<file path="config.mk">
export PLATFORM = sky130hd
export DESIGN_NAME = dcache_writeback_buffer
export DESIGN_NICKNAME = d
export VERILOG_FILES = /design/src/rtl/dcache_writeback_buffer.sv
export SDC_FILE = /design/constraint.sdc
export NUM_CORES = 1
export LEC_CHECK = 0
export ABC_AREA = 1
export CORE_UTILIZATION = 45
export CTS_BUF_LIST = sky130_fd_sc_hd__clkbuf_4 sky130_fd_sc_hd__clkbuf_8
export DETAILED_ROUTE_END_ITERATION = 12
export PLACE_DENSITY = 0.78
export SLEW_MARGIN = 20
export SYNTH_ARGS = -nofsm -noshare
export SYNTH_HDL_FRONTEND = slang
export SYNTH_SLANG_ARGS = --single-unit
</file>
<file path="constraint.sdc">
create_clock -name clk -period 13.2 [get_ports clk]
set_input_delay 2.64 -clock clk [delete_from_list [all_inputs] [get_ports clk]]
set_output_delay 2.64 -clock clk [all_outputs]
set_load 0.005 [all_outputs]
</file>
<file path="src/rtl/dcache_writeback_buffer.sv">
// Victim-line write-back FIFO: drains dirty lines as 4-beat 32-bit Avalon-MM write bursts.
// Define DCACHE_WB_FORWARD_EN to forward the newest matching pending line on snoop_data.
module dcache_writeback_buffer #(
  parameter int DEPTH = 4,
  parameter int PTR_W = 2
) (
  input  logic         clk,
  input  logic         rst,
  input  logic         wb_push,
  input  logic [19:0]  wb_tag,
  input  logic [7:0]   wb_set,
  input  logic [127:0] wb_line,
  output logic         wb_full,
  output logic         wb_empty,
  input  logic [27:0]  snoop_address,
  output logic         snoop_hit,
  output logic [127:0] snoop_data,
  output logic [29:0]  avm_address,
  output logic [31:0]  avm_writedata,
  output logic [3:0]   avm_byteenable,
  output logic [2:0]   avm_burstcount,
  output logic         avm_write,
  input  logic         avm_waitrequest
);

  typedef enum logic {IDLE, BURST} state_e;

  localparam logic [PTR_W:0] FULL_CNT = (PTR_W+1)'(DEPTH);

  logic [19:0]      tag_q  [DEPTH];
  logic [7:0]       set_q  [DEPTH];
  logic [127:0]     line_q [DEPTH];
  logic [DEPTH-1:0] valid_q, valid_d;
  logic [PTR_W-1:0] wr_ptr_q, wr_ptr_d;
  logic [PTR_W-1:0] rd_ptr_q, rd_ptr_d;
  logic [PTR_W:0]   count_q, count_d;
  logic [1:0]       beat_q, beat_d;
  state_e           state_q, state_d;
  logic             wb_full_q, wb_full_d;
  logic             wb_empty_q, wb_empty_d;
  logic             push_ok;
  logic             beat_acc;
  logic             pop;

  // A full buffer refuses pushes even when the head entry retires this same cycle.
  assign push_ok  = wb_push && !wb_full_q;
  assign beat_acc = (state_q == BURST) && !avm_waitrequest;
  assign pop      = beat_acc && (beat_q == 2'd3);

  // NOTE: every signal written here gets a default first, so no path can infer a latch.
  always_comb begin
    state_d  = state_q;
    beat_d   = beat_q;
    wr_ptr_d = wr_ptr_q;
    rd_ptr_d = rd_ptr_q;
    count_d  = count_q;
    valid_d  = valid_q;

    case (state_q)
      IDLE: begin
        if (!wb_empty_q) state_d = BURST;
      end
      BURST: begin
        if (beat_acc) begin
          beat_d = beat_q + 2'd1;
          if (pop) state_d = IDLE;
        end
      end
      default: state_d = IDLE;
    endcase

    if (pop) begin
      valid_d[rd_ptr_q] = 1'b0;
      rd_ptr_d          = rd_ptr_q + 1'b1;
    end
    if (push_ok) begin
      valid_d[wr_ptr_q] = 1'b1;
      wr_ptr_d          = wr_ptr_q + 1'b1;
    end

    case ({push_ok, pop})
      2'b10:   count_d = count_q + 1'b1;
      2'b01:   count_d = count_q - 1'b1;
      default: count_d = count_q;
    endcase

    wb_full_d  = (count_d == FULL_CNT);
    wb_empty_d = (count_d == '0);
  end

  // NOTE: the payload arrays carry no reset; valid_q alone decides which entries are live.
  always_ff @(posedge clk) begin
    if (push_ok) begin
      tag_q[wr_ptr_q]  <= wb_tag;
      set_q[wr_ptr_q]  <= wb_set;
      line_q[wr_ptr_q] <= wb_line;
    end
  end

  // NOTE: state flops use non-blocking assignments so every flop samples pre-edge values.
  always_ff @(posedge clk) begin
    if (rst) begin
      state_q    <= IDLE;
      beat_q     <= 2'd0;
      wr_ptr_q   <= '0;
      rd_ptr_q   <= '0;
      count_q    <= '0;
      valid_q    <= '0;
      wb_full_q  <= 1'b0;
      wb_empty_q <= 1'b1;
    end else begin
      state_q    <= state_d;
      beat_q     <= beat_d;
      wr_ptr_q   <= wr_ptr_d;
      rd_ptr_q   <= rd_ptr_d;
      count_q    <= count_d;
      valid_q    <= valid_d;
      wb_full_q  <= wb_full_d;
      wb_empty_q <= wb_empty_d;
    end
  end

  assign wb_full        = wb_full_q;
  assign wb_empty       = wb_empty_q;
  assign avm_byteenable = 4'hF;

  // Address and data come straight from the head entry, so they stay put under waitrequest.
  always_comb begin
    avm_write      = 1'b0;
    avm_address    = '0;
    avm_writedata  = '0;
    avm_burstcount = '0;
    if (state_q == BURST) begin
      avm_write      = 1'b1;
      avm_address    = {tag_q[rd_ptr_q], set_q[rd_ptr_q], 2'b00};
      avm_writedata  = line_q[rd_ptr_q][{beat_q, 5'b0} +: 32];
      avm_burstcount = 3'd4;
    end
  end

  always_comb begin
    snoop_hit = 1'b0;
    for (int i = 0; i < DEPTH; i++) begin
      if (valid_q[i] && ({tag_q[i], set_q[i]} == snoop_address)) snoop_hit = 1'b1;
    end
  end

`ifdef DCACHE_WB_FORWARD_EN
  logic [PTR_W-1:0] age_idx;

  // Walk oldest to newest from rd_ptr so the last match, the newest copy, wins.
  always_comb begin
    snoop_data = '0;
    age_idx    = rd_ptr_q;
    for (int k = 0; k < DEPTH; k++) begin
      age_idx = rd_ptr_q + PTR_W'(k);
      if (valid_q[age_idx] && ({tag_q[age_idx], set_q[age_idx]} == snoop_address))
        snoop_data = line_q[age_idx];
    end
  end
`else
  assign snoop_data = '0;
`endif

endmodule

</file>
==> flow_metrics.py, run 1 <==
metrics = {
    "logic_synthesis": {
        "synthMostInstantiatedCell": "edfxtp_1",
        "synth_top_area_share_pct": 66.70,
        "synth_common_cells": "edfxtp_1 (624), nor2_1 (464), o21ai_0 (299)",
        "synth_flop_cell": "edfxtp_1",
        "ys_seq_area_share_pct": 67.98,
        "yosysWarnings": 0,
        "yosys_register_bits": 642,
        "netlist-cell-type-count": 25,
        "synthTopCellsByArea": "edfxtp_1 (67%), nor2_1 (6.2%), o21ai_0 (5.3%)",
        "synth_edf_count": 624,
        "synth_area_um2": 28090,
        "async_flop_share_pct": 0,
        "postSynthCellCount": 2496,
        "synth_top_area_cell": "edfxtp_1",
        "syn_avg_cell_area_um2": 11.26,
    },
    "placed_design": {
        "place_inst": 3474,
        "dp_hpwl_mm": 45.51,
        "io_buffer_count": 252,
        "gp_congestion": 0.9660,
        "dpl_cell_area_um2": 30690,
        "dp_slack_ns": 5.884,
    },
    "cts": {
        "cts_buffers": 102,
        "post_cts_hold_buffer_count": 0,
        "cts-resized-gates": 0,
        "clockRootBuffer": "clkbuf_8",
        "clk_path_buf_depth": 3,
        "postCtsSetupBuffers": 0,
        "clock_latency_ns": 0.72,
        "cts_max_level": 3,
        "tritoncts": "built",
        "clkTransAtPathRegs_ns": 0.06,
        "cts_sinks": 642,
    },
    "floorplanning": {
        "die_x_um": 251.9,
        "rows": 91,
        "dieArea_um2": 63430,
        "ios": 389,
        "core_um2": 61710,
        "initial_core_util_pct": 45.52,
        "die_h_um": 251.9,
    },
    "pwr": {
        "peakVddDrop_mv": 0.09611,
        "p_comb_share_pct": 8.5,
        "p_per_area_nw_per_um2": 135.5,
        "p_total_mw": 4.443,
        "p_sw_share_pct": 23.54,
        "leakagePower_nw": 11.70,
        "p_seq_share_pct": 53.1,
        "p_int_mw": 3.397,
        "clkPwrFrac_pct": 38.4,
        "p_sw_mw": 1.046,
    },
    "worst_setup_path": {
        "cp_max_fo": 155,
        "worstSetupEndpointType": "output pin",
        "setup.worst_path.start_class": "flip-flop",
        "crit_required_ns": 10.56,
        "arrival_ns": 5.05,
        "path_class": "reg -> out",
    },
    "layout": {
        "final_util_pct": 53.12,
        "syn2layout_area_growth_pct": 16.68,
        "drive_above_1_share_pct": 6.842,
        "stdcell_count": 3668,
        "nNetsFinal": 2940,
        "fillers": 5157,
        "final_area_um2": 32780,
    },
    "routing": {
        "avgRoutedWirePerCell_um": 20.14,
        "drtAntennaViolNets": 0,
        "route.detailed.drc": 0,
        "wl_mm": 73.87,
        "drt_iter0_drc": 1730,
        "vias_per_cell": 5.283,
        "drt_first_pass_iters": 6,
        "vias": 19380,
    },
    "global_routing": {
        "grt_pass1_wl_mm": 109.1,
        "gr-usage-all-layers_pct": 23.03,
        "antenna_found_initial": 19,
        "grt_overflow": 0,
        "grt_pass1_vias": 18470,
        "grt_max_degree": 156,
    },
    "sta": {
        "report.final.hold_viol_count": 0,
        "clock.fmax_mhz": 130.1,
        "setup_ws_ns": 5.514,
        "fin_crit_ns": 7.686,
        "fin_crit_sh_pct": 58.23,
        "fin_worst_skew_ns": 0.03133,
        "finalHoldWorstSlack_ns": 0.4365,
        "rsz0062_at_grt": "no",
        "setup_viol": 0,
        "finalSetupTns_ns": 0,
        "drv_slew": 0,
        "relSlewSlack_pct": 25.35,
        "max_slew.worst_pin.slew_ns": 1.120,
    },
    "run": {
        "max_cap_violations": 0,
    },
    "hold_path": {
        "hp-class": "reg -> reg",
    },
    "outcome": {
        "status": "completed",
    },
}
registers in the layout (all words and copies together) (netlist names), named ones only:
register and flops:
count_q 3, valid_q 4, tag_q 80, line_q 512, beat_q 2, wb_full 1, state_q 1, wr_ptr_q 2
rd_ptr_q 2, wb_empty 1, set_q 32
power groups by stage:
stage	clock network (mW)	registers (mW)	logic [mW]
finish	1.71	2.36	0.376
global route	1.82	2.37	0.409
CTS	1.74	2.36	0.378
detailed placement	0	2.40	0.376
global placement	0	2.40	0.370
floorplan	0	2.41	0.192
placed cells by master (no fill, tap or decap), drive strengths merged:
cell,count
a211oi,1
a21oi,119
buf,22
bufinv,5
clkbuf,134
clkdlybuf4s50,252
clkinv,40
conb,136
dfxtp,18
diode,10
edfxtp,624
fa,1
ha,10
inv,140
nand2,291
nand3,68
nor2,464
nor3,1
o211ai,140
o21ai,341
or2,1
xnor2,8
xor2,5
worst paths after layout:
path | start | to | slack, ns | cells after the start
max | flip-flop | avm_writedata[30] | 5.51 | 8
min | wb_empty | state_q | 0.44 | 1
max reg2reg | state_q | wb_full | 10.32 | 13
min reg2reg | wb_empty | state_q | 0.44 | 1
metal layers:
metal / part of all wire (%) / track usage (%) / vias up
li1: - / - / 8999
met1: 38 / 28.28 / 9268
met2: 48 / 37.70 / 911
met3: 9.1 / 5.726 / 177
met4: 4.4 / 11.93 / 24
met5: 0.21 / 0 / -
worst max-delay path: stages (launching register included):
cell	delay, ns
dfxtp_4	0.55
inv_8	0.68
buf_4	0.95
buf_4	0.61
o21ai_0	0.18
o211ai_1	0.11
nand3_1	0.21
a21oi_1	0.32
clkdlybuf4s50_1	0.57
cells by family (layout without fill, tap and decap cells):
family          after synthesis  count (layout)  synth area share (%)
fa+ha+maj                    11              11                0.5166
compound gates              601             601                 11.96
flops                       642             642                 67.98
buf+inv                     402             593                 7.767
other cells                   2             146               0.02673
simple gates                825             825                 11.34
xor+xnor                     13              13                0.4053
layout make-up:
| class | count | area (um^2) | share of cell area (%) |
|---|---|---|---|
| inverter | 135 | 534.3 | 1.630 |
| clock buffer | 134 | 1663 | 5.073 |
| antenna | 10 | 25.02 | 0.07634 |
| tap | 837 | 1047 | 3.195 |
| sequential | 642 | 19110 | 58.29 |
| multi-input combinational | 1586 | 7316 | 22.32 |
| clock inverter | 50 | 399.1 | 1.218 |
| timing repair buffer | 274 | 2688 | 8.199 |
Note: power is estimated with default switching activity, not from simulation.
==> run 2, diff against run 1 <==
Settings changed: PLACE_DENSITY 0.78 to 0.8.
Clock period 13.2 ns to 7 ns, I/O delays scaled along.
==> run 2 against run 1 <==
  * Final area down 0.29%
  * Flip-flop and latch count unchanged
  * Die area unchanged
  * Global-route usage about the same
  * Power up 84%
  * Core utilization down 0.15 points
  * Non-clock buffer count down 1
  * Via count up 0.66%
  * Sequential power up 89%
==> flow_metrics.py, run 2 (synthesis gave the netlist of run 1 again) <==
metrics = {
    "outcome": {
        "status": "completed",
    },
    "layout": {
        "final_area_um2": 32680,
        "layout_commonest_cell": "edfxtp_1",
        "syn2layout_area_growth_pct": 16.34,
        "largest-register": "line_q",
        "fillers": 5150,
        "largest_register_ffs": 512,
        "multi_input_area_um2": 7316,
        "mostFrequentLayoutCells": "edfxtp_1 (624), nor2_1 (464), o21ai_0 (299), nand2_1 (291), clkdlybuf4s50_1 (252)",
        "drive_above_1_share_pct": 6.716,
        "reg.largest.list": "line_q (512), tag_q (80), set_q (32)",
        "nNetsFinal": 2937,
        "regArea_um2": 19110,
        "stdcell_count": 3660,
    },
    "cts": {
        "cts_max_level": 3,
        "cts_buffers": 100,
        "cts-resized-gates": 0,
        "clockRootBuffer": "clkbuf_8",
        "post_cts_hold_buffer_count": 0,
        "tritoncts": "built",
        "postCtsSetupBuffers": 0,
        "clkTransAtPathRegs_ns": 0.06,
        "clock_latency_ns": 0.72,
        "cts_sinks": 642,
        "clk_path_buf_depth": 3,
    },
    "hold_path": {
        "hp-class": "reg -> reg",
        "min-delay-start": "wb_empty",
    },
    "placed_design": {
        "place_inst": 3473,
        "gp_congestion": 0.9934,
        "io_buffer_count": 252,
        "dpl_cell_area_um2": 30750,
        "dp_hpwl_mm": 46.58,
        "dp_slack_ns": 2.167,
    },
    "pwr": {
        "p_per_area_nw_per_um2": 250.6,
        "leakagePower_nw": 11.64,
        "peakVddDrop_mv": 0.1500,
    },
    "routing": {
        "drt_first_pass_iters": 6,
        "route.detailed.drc": 0,
        "vias": 19510,
        "wl_mm": 74.20,
        "vias_per_cell": 5.330,
        "avgRoutedWirePerCell_um": 20.27,
        "drt_iter0_drc": 2055,
        "drtAntennaViolNets": 0,
    },
    "sta": {
        "finalHoldWorstSlack_ns": 0.4723,
        "fin_worst_skew_ns": 0.04297,
        "setup_viol": 0,
        "report.final.hold_viol_count": 0,
        "rsz0062_at_grt": "no",
        "fin_crit_sh_pct": 78.12,
        "max_slew.worst_pin.slew_ns": 1.146,
        "setup_ws_ns": 1.532,
        "clock.fmax_mhz": 182.9,
        "fin_crit_ns": 5.468,
        "relSlewSlack_pct": 23.60,
        "drv_slew": 0,
        "finalSetupTns_ns": 0,
    },
    "floorplanning": {
        "rows": 91,
        "die_h_um": 251.9,
        "ios": 389,
        "initial_core_util_pct": 45.52,
        "dieArea_um2": 63430,
        "die_x_um": 251.9,
        "core_um2": 61710,
    },
    "global_routing": {
        "grt_pass1_vias": 17990,
        "antenna_found_initial": 17,
        "gr-usage-all-layers_pct": 22.98,
        "grt_max_degree": 209,
        "grt_overflow": 0,
        "grt_pass1_wl_mm": 108.7,
    },
    "worst_setup_path": {
        "r2r_start": "state_q",
        "cp_max_fo": 208,
        "crit_required_ns": 5.60,
        "setup.worst_path.start_class": "flip-flop",
        "worstSetupEndpointType": "output pin",
        "arrival_ns": 4.07,
        "path_class": "reg -> out",
    },
    "run": {
        "max_cap_violations": 0,
    },
}
## run 2: final timing paths
kind,endpoint,cells after the start,slack [ns]
max,avm_writedata[16],8,1.53
min,state_q,1,0.47
max reg2reg,wb_empty,12,3.77
min reg2reg,state_q,1,0.47
## run 2: per-layer routing
metal  routed length [um]  GRT usage, %
met5                  103             0
met1                27920         28.69
met4                 2796         9.922
met3                 7059         5.292
met2                36330         38.32
## run 2: critical path, cell delays in order (launching register included)
cell             delay, ns
dfxtp_4               0.78
buf_12                0.55
nor2_1                0.11
nor2_1                0.12
o21ai_0               0.10
o211ai_1              0.17
nand3_1               0.29
a21oi_1               0.33
clkdlybuf4s50_1       0.55
## run 2: cell type report
class	instances	share of cell area (%)
clock inverters	40	0.7503
repair buffers	273	8.391
clock buffers	138	5.103
well taps	837	3.204
inverters	135	1.638
diodes	9	0.06891
multi-input cells	1586	22.38
flip-flops and latches	642	58.46
## run 2: power by group
group	leakage (nW)	switching [mW]	internal (mW)	total [mW]
clock	1.02	1.45	1.59	3.03
sequential	5.88	0.0527	4.40	4.46
combinational	4.74	0.444	0.258	0.702
## run 2: metrics by stage
step	util, %	power [mW]
after floorplan	-	4.901
after global placement	49.83	5.216
after detailed placement	49.83	5.236
after CTS	52.93	8.238
after global routing	52.95	8.477
final	52.96	8.192
==> run 3, diff against run 2 <==
Settings changed: PLACE_DENSITY 0.8 to 0.78.
Clock period 7 ns to 5.5 ns, I/O delays scaled along.
==> run 3 against run 2 <==
  * Clock skew down 0.013 ns
  * Setup slack worse by 0.94 ns
  * Combinational power grew 29%
  * Sequential share of layout area shrank 0.31 points
  * Global-route usage increased by 0.078 points
  * Critical path depth down 2
  * Flip-flop and latch count is the same
  * Final area rose by 0.54%
  * Core utilization increased by 0.29 points
  * Critical endpoint is now avm_writedata[17]
==> flow_metrics.py, run 3 (synthesis gave the netlist of run 1 again) <==
metrics = {
    "worst_setup_path": {
        "arrival_ns": 3.81,
        "path_class": "reg -> out",
        "cp_max_fo": 174,
        "crit_required_ns": 4.40,
        "setup.worst_path.start_class": "flip-flop",
        "slowest_delay_ns": 0.77,
        "worstSetupEndpointType": "output pin",
        "crit_chain": "buf_12 > o21ai_0 > o211ai_1 > nand3_1 > a21oi_1 > clkdlybuf4s50_1",
        "r2r_start": "state_q",
        "critPathSlowestCell": "dfxtp_4",
        "r2r_setup_slack_ns": 2.32,
    },
    "global_routing": {
        "grt_pass1_vias": 18210,
        "grt_pass1_wl_mm": 108.6,
        "grt_max_degree": 175,
        "gr-usage-all-layers_pct": 23.06,
        "antenna_found_initial": 13,
        "grt_overflow": 0,
    },
    "sta": {
        "report.final.hold_viol_count": 0,
        "setup_ws_ns": 0.5883,
        "clock.fmax_mhz": 203.6,
        "setup_viol": 0,
        "rsz0062_at_grt": "no",
        "drv_slew": 0,
        "fin_worst_skew_ns": 0.02960,
        "finalSetupTns_ns": 0,
        "fin_crit_sh_pct": 89.30,
        "relSlewSlack_pct": 38.33,
        "finalHoldWorstSlack_ns": 0.4374,
        "max_slew.worst_pin.slew_ns": 0.9250,
        "fin_crit_ns": 4.912,
    },
    "pwr": {
        "p_int_mw": 7.990,
        "p_per_area_nw_per_um2": 319.8,
        "p_sw_share_pct": 23.97,
        "p_sw_mw": 2.519,
        "p_seq_share_pct": 53.9,
        "p_comb_share_pct": 8.6,
        "peakVddDrop_mv": 0.2526,
        "p_total_mw": 10.51,
        "clkPwrFrac_pct": 37.4,
        "leakagePower_nw": 11.72,
    },
    "routing": {
        "avgRoutedWirePerCell_um": 20.13,
        "drtAntennaViolNets": 0,
        "drt_iter0_drc": 1850,
        "wl_mm": 73.88,
        "vias": 19390,
        "route.detailed.drc": 0,
        "drt_first_pass_iters": 7,
        "vias_per_cell": 5.282,
    },
    "layout": {
        "stdcell_count": 3671,
        "mostFrequentLayoutCells": "edfxtp_1 (624), nor2_1 (464), o21ai_0 (299), nand2_1 (291), clkdlybuf4s50_1 (252)",
        "largest_register_ffs": 512,
        "layout_commonest_cell": "edfxtp_1",
        "final_area_um2": 32860,
        "final_util_pct": 53.25,
        "reg.largest.list": "line_q (512), tag_q (80), set_q (32)",
        "drive_above_1_share_pct": 7.085,
        "syn2layout_area_growth_pct": 16.97,
        "largest-register": "line_q",
        "nNetsFinal": 2948,
    },
    "hold_path": {
        "hp-class": "reg -> reg",
        "min-delay-start": "wb_empty",
    },
    "floorplanning": {
        "ios": 389,
        "dieArea_um2": 63430,
        "core_um2": 61710,
        "die_h_um": 251.9,
        "rows": 91,
        "initial_core_util_pct": 45.52,
        "die_x_um": 251.9,
    },
    "run": {
        "max_cap_violations": 0,
    },
    "placed_design": {
        "dp_hpwl_mm": 46.30,
        "place_inst": 3483,
        "dpl_cell_area_um2": 30880,
        "dp_slack_ns": 1.237,
        "gp_congestion": 0.9614,
        "io_buffer_count": 252,
    },
    "cts": {
        "cts-resized-gates": 0,
        "post_cts_hold_buffer_count": 0,
        "clockRootBuffer": "clkbuf_8",
        "tritoncts": "built",
        "clk_path_buf_depth": 3,
        "cts_buffers": 101,
        "postCtsSetupBuffers": 0,
        "clkTransAtPathRegs_ns": 0.06,
        "clock_latency_ns": 0.74,
        "cts_max_level": 3,
        "cts_sinks": 642,
    },
    "outcome": {
        "status": "completed",
    },
}
-- run 3: cell types whose count changed in the layout (fill, tap and decap cells not counted), sizes merged --
cell and change:
buf +10, diode +2, clkinv -1, clkbuf -4, clkinvlp +2, bufinv +1, inv +1
-- run 3: power groups by stage --
stage	registers (mW)	clock network (mW)	logic [mW]
6_report	5.67	3.93	0.906
5_1_grt	5.68	4.20	0.989
4_1_cts	5.67	4.00	0.912
3_5_place_dp	5.77	0	0.907
3_3_place_gp	5.76	0	0.894
2_1_floorplan	5.78	0	0.461
-- run 3: metal layers --
metal | global-route usage [%] | wire length, um | vias to the layer above
met5 | 0 | 57 | -
met3 | 5.262 | 6641 | 159
met4 | 11.62 | 3124 | 8
met1 | 28.58 | 28380 | 9228
li1 | - | - | 9017
met2 | 37.96 | 35680 | 978
-- run 3: path summary, 6_finish.rpt --
path                            end  depth (start not counted)
setup reg to reg           wb_empty                         12
hold reg to reg             state_q                          1
setup / recovery  avm_writedata[17]                          6
hold / removal              state_q                          1
-- run 3: final cells by class --
class,count,area [um^2]
inverter,135,534.3
sequential,642,19110
multi-input combinational,1586,7316
clock buffer,134,1638
tap,837,1047
clock inverter,43,310.3
timing repair buffer,283,2880
fill,5143,28850
antenna,11,27.53
-- run 3: worst max-delay path: cells and delay by family, from the launching register on --
family	cells	cell delay [ns]
and+or+nand+nor	1	0.29
AOI/OAI and AO/OA	3	0.76
buffers and inverters	2	1.16
DFF	1	0.77
